## config.mk

```make
export PLATFORM = sky130hd
export DESIGN_NAME = mux_scan_nto1
export DESIGN_NICKNAME = d
export VERILOG_FILES = /design/src/rtl/mux_scan_nto1.sv
export SDC_FILE = /design/constraint.sdc
export NUM_CORES = 1
export LEC_CHECK = 0
export CAP_MARGIN = 20
export CELL_PAD_IN_SITES_DETAIL_PLACEMENT = 0
export CELL_PAD_IN_SITES_GLOBAL_PLACEMENT = 1
export CORE_ASPECT_RATIO = 2
export CORE_MARGIN = 4
export CORE_UTILIZATION = 39
export CTS_BUF_LIST = sky130_fd_sc_hd__clkbuf_4 sky130_fd_sc_hd__clkbuf_8 sky130_fd_sc_hd__clkbuf_16
export CTS_CLUSTER_DIAMETER = 30
export DETAILED_ROUTE_END_ITERATION = 6
export GPL_ROUTABILITY_DRIVEN = 0
export GPL_TIMING_DRIVEN = 0
export PLACE_DENSITY = 0.87
export RECOVER_POWER = 50
export SYNTH_ARGS = -nofsm -noshare
export SYNTH_HDL_FRONTEND = slang
export SYNTH_SLANG_ARGS = --single-unit
```

## constraint.sdc

```tcl
create_clock -name clk -period 4 [get_ports clk]
set_clock_uncertainty 0.15 [all_clocks]
set_input_delay 0.8 -clock clk [delete_from_list [all_inputs] [get_ports clk]]
set_output_delay 0.8 -clock clk [all_outputs]
set_load 0.005 [all_outputs]
```

## src/rtl/mux_scan_nto1.sv

```systemverilog
// -----------------------------------------------------------------------------
// mux_scan_nto1
//
// N-channel, W-bit registered multiplexer with two selection modes:
//   - direct : the channel is taken from the sel input every cycle
//   - scan   : an internal pointer walks channels 0..N-1, holding each one
//              for dwell+1 cycles, then wraps back to channel 0
// The output sample is registered (1 cycle latency from a/sel to y) and is
// accompanied by a valid flag, the index of the channel that produced it,
// and a one-cycle wrap pulse on the last sample of channel N-1 in scan mode.
//
// Channel k occupies a[(N-k)*W-1 -: W], so channel 0 is the most-significant
// slice of the packed input bus.
//
// Ports
//   clk      in   1      rising-edge clock
//   rst_n    in   1      asynchronous active-low reset
//   en       in   1      enable; 0 freezes the scan state and holds y/ch
//   mode     in   1      0 = direct select, 1 = auto-scan
//   sel      in   SW     channel select used in direct mode
//   dwell    in   DW     extra cycles per channel in scan mode
//   a        in   N*W    packed channel inputs
//   y        out  W      registered selected channel data
//   y_valid  out  1      y holds a valid sample this cycle
//   ch       out  SW     channel index that produced y
//   wrap     out  1      pulse on the last sample of channel N-1 (scan mode)
// -----------------------------------------------------------------------------
module mux_scan_nto1 #(
   parameter int N  = 8,
   parameter int W  = 1,
   parameter int SW = $clog2(N),
   parameter int DW = 8
) (
   input  logic           clk,
   input  logic           rst_n,
   input  logic           en,
   input  logic           mode,
   input  logic [SW-1:0]  sel,
   input  logic [DW-1:0]  dwell,
   input  logic [N*W-1:0] a,
   output logic [W-1:0]   y,
   output logic           y_valid,
   output logic [SW-1:0]  ch,
   output logic           wrap
);

   // One extra bit so that N itself is representable when N is a power of 2.
   localparam logic [SW:0]   LP_N    = (SW+1)'(N);
   localparam logic [SW-1:0] LP_LAST = SW'(N-1);

   // Scan state
   logic [SW-1:0] r_ptr;
   logic [DW-1:0] r_cnt;

   // Output registers
   logic [W-1:0]  r_y;
   logic          r_y_valid;
   logic [SW-1:0] r_ch;
   logic          r_wrap;

   // Combinational helpers
   logic [SW-1:0] w_idx;
   logic [W-1:0]  w_data;
   logic          w_sel_ok;
   logic          w_dwell_done;
   logic          w_at_last;

   // The pointer only drives the mux in scan mode; in direct mode sel does.
   assign w_idx        = mode ? r_ptr : sel;
   // Only reachable as false when N is not a power of 2.
   assign w_sel_ok     = ({1'b0, sel} < LP_N);
   // >= rather than == so that lowering dwell mid-channel advances at once
   // instead of letting cnt run the full DW-bit range.
   assign w_dwell_done = (r_cnt >= dwell);
   assign w_at_last    = (r_ptr == LP_LAST);

   // N-way mux; an index with no matching channel yields 0.
   always_comb begin
      // NOTE: default assignment first, so every path writes w_data and no
      // latch is inferred when w_idx matches no channel.
      w_data = '0;
      for (int k = 0; k < N; k++) begin
         if (w_idx == SW'(k)) begin
            w_data = a[(N-k)*W-1 -: W];
         end
      end
   end

   // NOTE: sequential state uses non-blocking assignments only, so every
   // register samples the pre-edge value of every other register.
   always_ff @(posedge clk or negedge rst_n) begin
      if (!rst_n) begin
         r_ptr     <= '0;
         r_cnt     <= '0;
         r_y       <= '0;
         r_y_valid <= 1'b0;
         r_ch      <= '0;
         r_wrap    <= 1'b0;
      end else if (!en) begin
         // Paused: y, ch, ptr and cnt hold; pulses are suppressed. A pending
         // mode change waits until en returns.
         r_y_valid <= 1'b0;
         r_wrap    <= 1'b0;
      end else if (!mode) begin
         // Direct select. Scan state is parked at 0 so that entering scan
         // mode always starts at channel 0 with a full dwell.
         r_ptr  <= '0;
         r_cnt  <= '0;
         r_wrap <= 1'b0;
         if (w_sel_ok) begin
            r_y       <= w_data;
            r_ch      <= sel;
            r_y_valid <= 1'b1;
         end else begin
            r_y       <= '0;
            r_y_valid <= 1'b0;
         end
      end else begin
         // Auto-scan: sample the current pointer, then advance or keep dwelling.
         r_y       <= w_data;
         r_ch      <= r_ptr;
         r_y_valid <= 1'b1;
         r_wrap    <= w_at_last && w_dwell_done;
         if (w_dwell_done) begin
            r_cnt <= '0;
            r_ptr <= w_at_last ? '0 : r_ptr + SW'(1);
         end else begin
            r_cnt <= r_cnt + DW'(1);
         end
      end
   end

   assign y       = r_y;
   assign y_valid = r_y_valid;
   assign ch      = r_ch;
   assign wrap    = r_wrap;

endmodule

```

== Word level (Yosys, flattened, before mapping) ==
Index checks and enable logic that the tools add are counted.
W data, S select, Z words.
Storage, ports and cells
  flip-flop bits (word level): 17
  bits of input ports: 23
  output and inout bits: 6
  word-level logic and storage cells: 38
Operators by class
  $add $sub $neg: 2
  order comparisons: 1
  equality and inequality tests: 9
  mux-type cells: 17
  reductions and logical operators: 3
Operators by type and width (number)
  $mux W8: 2
  $eq A3 B3 Y1 const B: 5
  $mux W3: 4
  $mux W1: 11
  $add A8 B1 Y8 const B: 1
  $ge A8 B8 Y1: 1
  $eq A3 B2 Y1 const B: 2
  $add A3 B1 Y3 const B: 1
  $eq A3 B1 Y1 const B: 1
  $logic_not A3 Y1: 1
  $ne A2 B1 Y1 const B: 1
  $reduce_and A2 Y1: 1
  $logic_and A1 B1 Y1: 1

== Longest topological paths before layout ==
  word-level depth: 10
  gate-level depth with buffers: 7
  gate-level depth less buffers: 7

== Least setup slack after synthesis ==
OpenSTA, ideal clock, no wires.
  path type: input to register
  start: in dwell[2]
  end: reg r_ptr[0]
  setup time: 122 ps
  arrival time: 2111 ps
  data required time: 3728 ps
  slack: 1617 ps
  stages on the path: 7
  buffers on the path: 0
  cells stage by stage: inv_1 ha_1 a211o_1 a31oi_2 o21ai_2 and2_1 a32o_1
Between the ends
  word-level cells in the longest chain between the ends: 3
Ends and longest elaborated chain
  from (decl): RTL line 39  | input logic [DW-1:0] dwell,
  $ge A8 B8 Y1: RTL line 74  | assign w_dwell_done = (r_cnt >= dwell);
  $ne A2 B1 Y1 (no source line)
  $reduce_and A2 Y1 (no source line)
  to (signal assigned): RTL line 126  | r_ptr <= w_at_last ? '0 : r_ptr + SW'(1);
  to (decl): RTL line 52  | logic [SW-1:0] r_ptr;
No other way between the ends.
A chain may end at the register's enable or synchronous reset.

== Worst setup path in the final report ==
  start: in dwell[2]
  end: reg r_cnt[4]
Between the ends
  word-level cells in the longest chain between the ends: 3
Ends and longest elaborated chain
  $ge A8 B8 Y1: RTL line 74
  $mux W8: RTL line 124  | if (w_dwell_done) begin
  $mux W8: RTL line 104  | end else if (!mode) begin
  to (signal assigned): RTL line 128  | r_cnt <= r_cnt + DW'(1);
  to (decl): RTL line 53  | logic [DW-1:0] r_cnt;
No other way between the ends.

==> results by group <==
Synthesis
  – Library cells used by synthesis: 29
  – Synthesized area: 1100 um^2
  – Largest family of logic cells by synthesized area: compound AO/OA/AOI/OAI gates
  – Mux cell area share after synthesis: 0.1115
  – Adder-Cell Fraction of Synth Area: 0.1251
  – Synthesized flop and latch total: 17
  – Synthesized instance count: 103
  – Compound-Gate Fraction of Synth Area: 0.1661
  – Synth Area per Inst: 10.68 um^2
  – Post-synthesis sequential area ratio: 0.3868
  – Synth warn: 0
  – Simple-gate share of the synthesized area: 0.1354
  – Synth Net Count: 137
  – Synth Area in XOR/XNOR: 0.02389

Final layout
  – Fillers: around 250
  – Nets: 169
  – Multi-input logic area: 618.1 um^2
  – Diodes inserted: 0
  – Share of cells above drive strength 1: 0.08209
  – Area growth from synthesis to layout: 32.08%
  – Fin cells: ~160
  – Sequential cell area: roughly 430 um^2

Hold path
  – HP Class: register to register

Floorplanning
  – IO Pins: 29
  – Starting Density: 0.4019
  – Die area: 3785 um^2
  – Core box area: 2736 um^2
  – Die width: ~46 um
  – Die Y: slightly above 80 um
  – Rows: 27

Place
  – IO Port Bufs: 27
  – Pre-CTS setup slack: 0.9705 ns
  – Placed cells: about 160
  – Hpwl dp: 2021 um

STA
  – Max Slew Vio Count: 0
  – Hold Worst Slack: 0.3912 ns
  – Fin crit period: 2.760 ns
  – Relative slew slack: 0.4858
  – TNS Setup: 0 ns
  – Final Hold Fails: 0
  – Unrepaired setup endpoints after global routing: no
  – Final setup margin: 1.240 ns
  – F_max: 0.3623 GHz
  – Final setup viols: 0
  – Slew @ Worst Pin: approximately 0.77 ns
  – Final period util: 0.6901

Clock network
  – Hold buffer count at cts: 0
  – CTS sink count: 17
  – TritonCTS clock tree: yes
  – Setup Fix Bufs, Post-CTS: 0
  – Clk Latency, worst-skew pair: ~0.25 ns
  – Clock Path Buffers: 2
  – CTS buffer count: 3
  – H-tree Lvls: 1
  – Worst-path clk slew: 0.07 ns
  – CTS Root Cell: clkbuf_8
  – CTS resizes: 0

Worst setup path
  – WS Path Type: primary input to register
  – Critical path data arrival time: 2.79 ns
  – CP max FO: 7
  – Critical path launch point type: primary input
  – Critical Path RT: ~4.0 ns
  – CP Capture Type: register

Route
  – First-pass DRT Iterations: 4
  – DRC: 0
  – Vias per cell: 5.429
  – DR vias: 885
  – WL/cell: about 15 um
  – Drt first-iter violations: 13
  – Final wirelength: 2405 um
  – Final ANT Viol Nets: 0

Power and ir drop
  – Power per cell area: approximately 270 nW/um^2
  – Leak pwr: 0.0006995 uW
  – Worst vdd ir: 193.4 uV
  – Final Total Pwr: around 400 uW

GRT
  – Gr ovfl total: 0
  – First-pass GRT wire length: ~4200 um
  – Total Routing Usage GR: 0.1462
  – Largest net degree at the start of global routing: 18
  – Antenna violations before repair: 0
  – Number of global-route vias before repair: about 1.0k

Run status
  – Run status: complete, no violations

Flow run
  – Max-cap violations: 0
## report_power, final
part           switching [uW]  internal [uW]  total (uW)
sequential               7.65            180         188
clock                    57.8           69.1         127
combinational            34.2           46.7        80.9
total                    99.7            296         396
## placed cells by master, fill, tap and decap left out, types with 2 or more instances in the layout
master / n
and3_1: 2
dlygate4sd3_1: 4
mux4_1: 2
nand2b_1: 4
o2bb2ai_1: 6
nand2_1: 4
ha_1: 11
nor2_1: 10
clkdlybuf4s50_1: 23
a21oi_1: 4
mux2i_1: 7
and2_1: 5
inv_1: 10
xnor2_1: 2
dfrtp_1: 17
clkbuf_8: 3
o21ai_0: 3
clkbuf_1: 2
## registers in the layout, summed over array words and instances, names as in the netlist
name,count
r_ptr,3
r_cnt,8
wrap,1
y,1
y_valid,1
ch,3
## worst paths after layout
check	start	end	slack, ns	depth (start not counted)
min	y$_DFFE_PN0P_	y$_DFFE_PN0P_	0.39	2
min reg2reg	y$_DFFE_PN0P_	y$_DFFE_PN0P_	0.39	2
min in group asynchronous	rst_n	r_cnt[3]$_DFFE_PN0P_	0.91	1
max in group asynchronous	rst_n	r_ptr[2]$_DFFE_PN0P_	2.30	1
max reg2reg	r_cnt[2]$_DFFE_PN0P_	r_cnt[4]$_DFFE_PN0P_	1.83	6
max	dwell[2]	r_cnt[4]$_DFFE_PN0P_	1.24	8
## per-stage QoR
stage                     utilization  area [um^2]
after global placement         0.5139         1406
final                          0.5309         1453
after global routing           0.5309         1453
after CTS                      0.5309         1453
after floorplan                     -         1100
after detailed placement       0.5139         1406
## area by class of cell
type / count / area share
multi-input combinational: 73 / 0.4255
sequential: 17 / 0.2929
timing repair buffer: 27 / 0.1860
clock buffer: 3 / 0.02842
inverter: 10 / 0.02584
tap: 29 / 0.02498
buffer: 3 / 0.01292
clock inverter: 1 / 0.003445
## worst max-delay path: stages
cell and delay, ns:
clkdlybuf4s50_1 0.45, inv_1 0.04, ha_1 0.31, a211o_1 0.31, a31oi_2 0.24, o211ai_2 0.19
or2_4 0.30, o2bb2ai_1 0.14
## logic make-up (layout without fill, tap and decap cells)
kind of cell,Yosys count,count (layout)
AND/OR/NAND/NOR,29,29
AO/OA/AOI/OAI,21,21
flip-flops,17,17
buffers and inverters,13,44
adder cells (fa/ha/maj),11,11
multiplexers,9,9
XOR/XNOR,3,3
## metal layers
| metal | wire [um] | vias up | GRT usage |
|---|---|---|---|
| li1 | - | 431 | - |
| met1 | 810 | 416 | 0.1499 |
| met2 | 1397 | 32 | 0.2675 |
| met3 | 147 | 6 | 0.02603 |
| met4 | 48 | 0 | 0.05600 |
| met5 | 0 | - | 0 |
## cells in the mapped netlist
library cell / n / area share
dfrtp_1: 17 / 0.39
ha_1: 11 / 0.13
inv_1: 10 / 0.034
nor2_1: 10 / 0.034
mux2i_1: 7 / 0.064
o2bb2ai_1: 6 / 0.048
and2_1: 5 / 0.028
a21oi_1: 4 / 0.018
nand2_1: 4 / 0.014
nand2b_1: 4 / 0.023
o21ai_0: 3 / 0.014
and3_1: 2 / 0.011
clkbuf_1: 2 / 0.0068
mux4_1: 2 / 0.048
xnor2_1: 2 / 0.016
a211o_1: 1 / 0.0080
a21o_1: 1 / 0.0068
a221oi_4: 1 / 0.024
a31oi_2: 1 / 0.011
a32o_1: 1 / 0.0091
and3_2: 1 / 0.0068
buf_6: 1 / 0.010
nand3_1: 1 / 0.0045
nand4_1: 1 / 0.0057
o2111ai_1: 1 / 0.0080
o211ai_2: 1 / 0.011
o21ai_2: 1 / 0.0080
or2_4: 1 / 0.0080
xor2_1: 1 / 0.0080
Power figures use the tool's default switching activity.
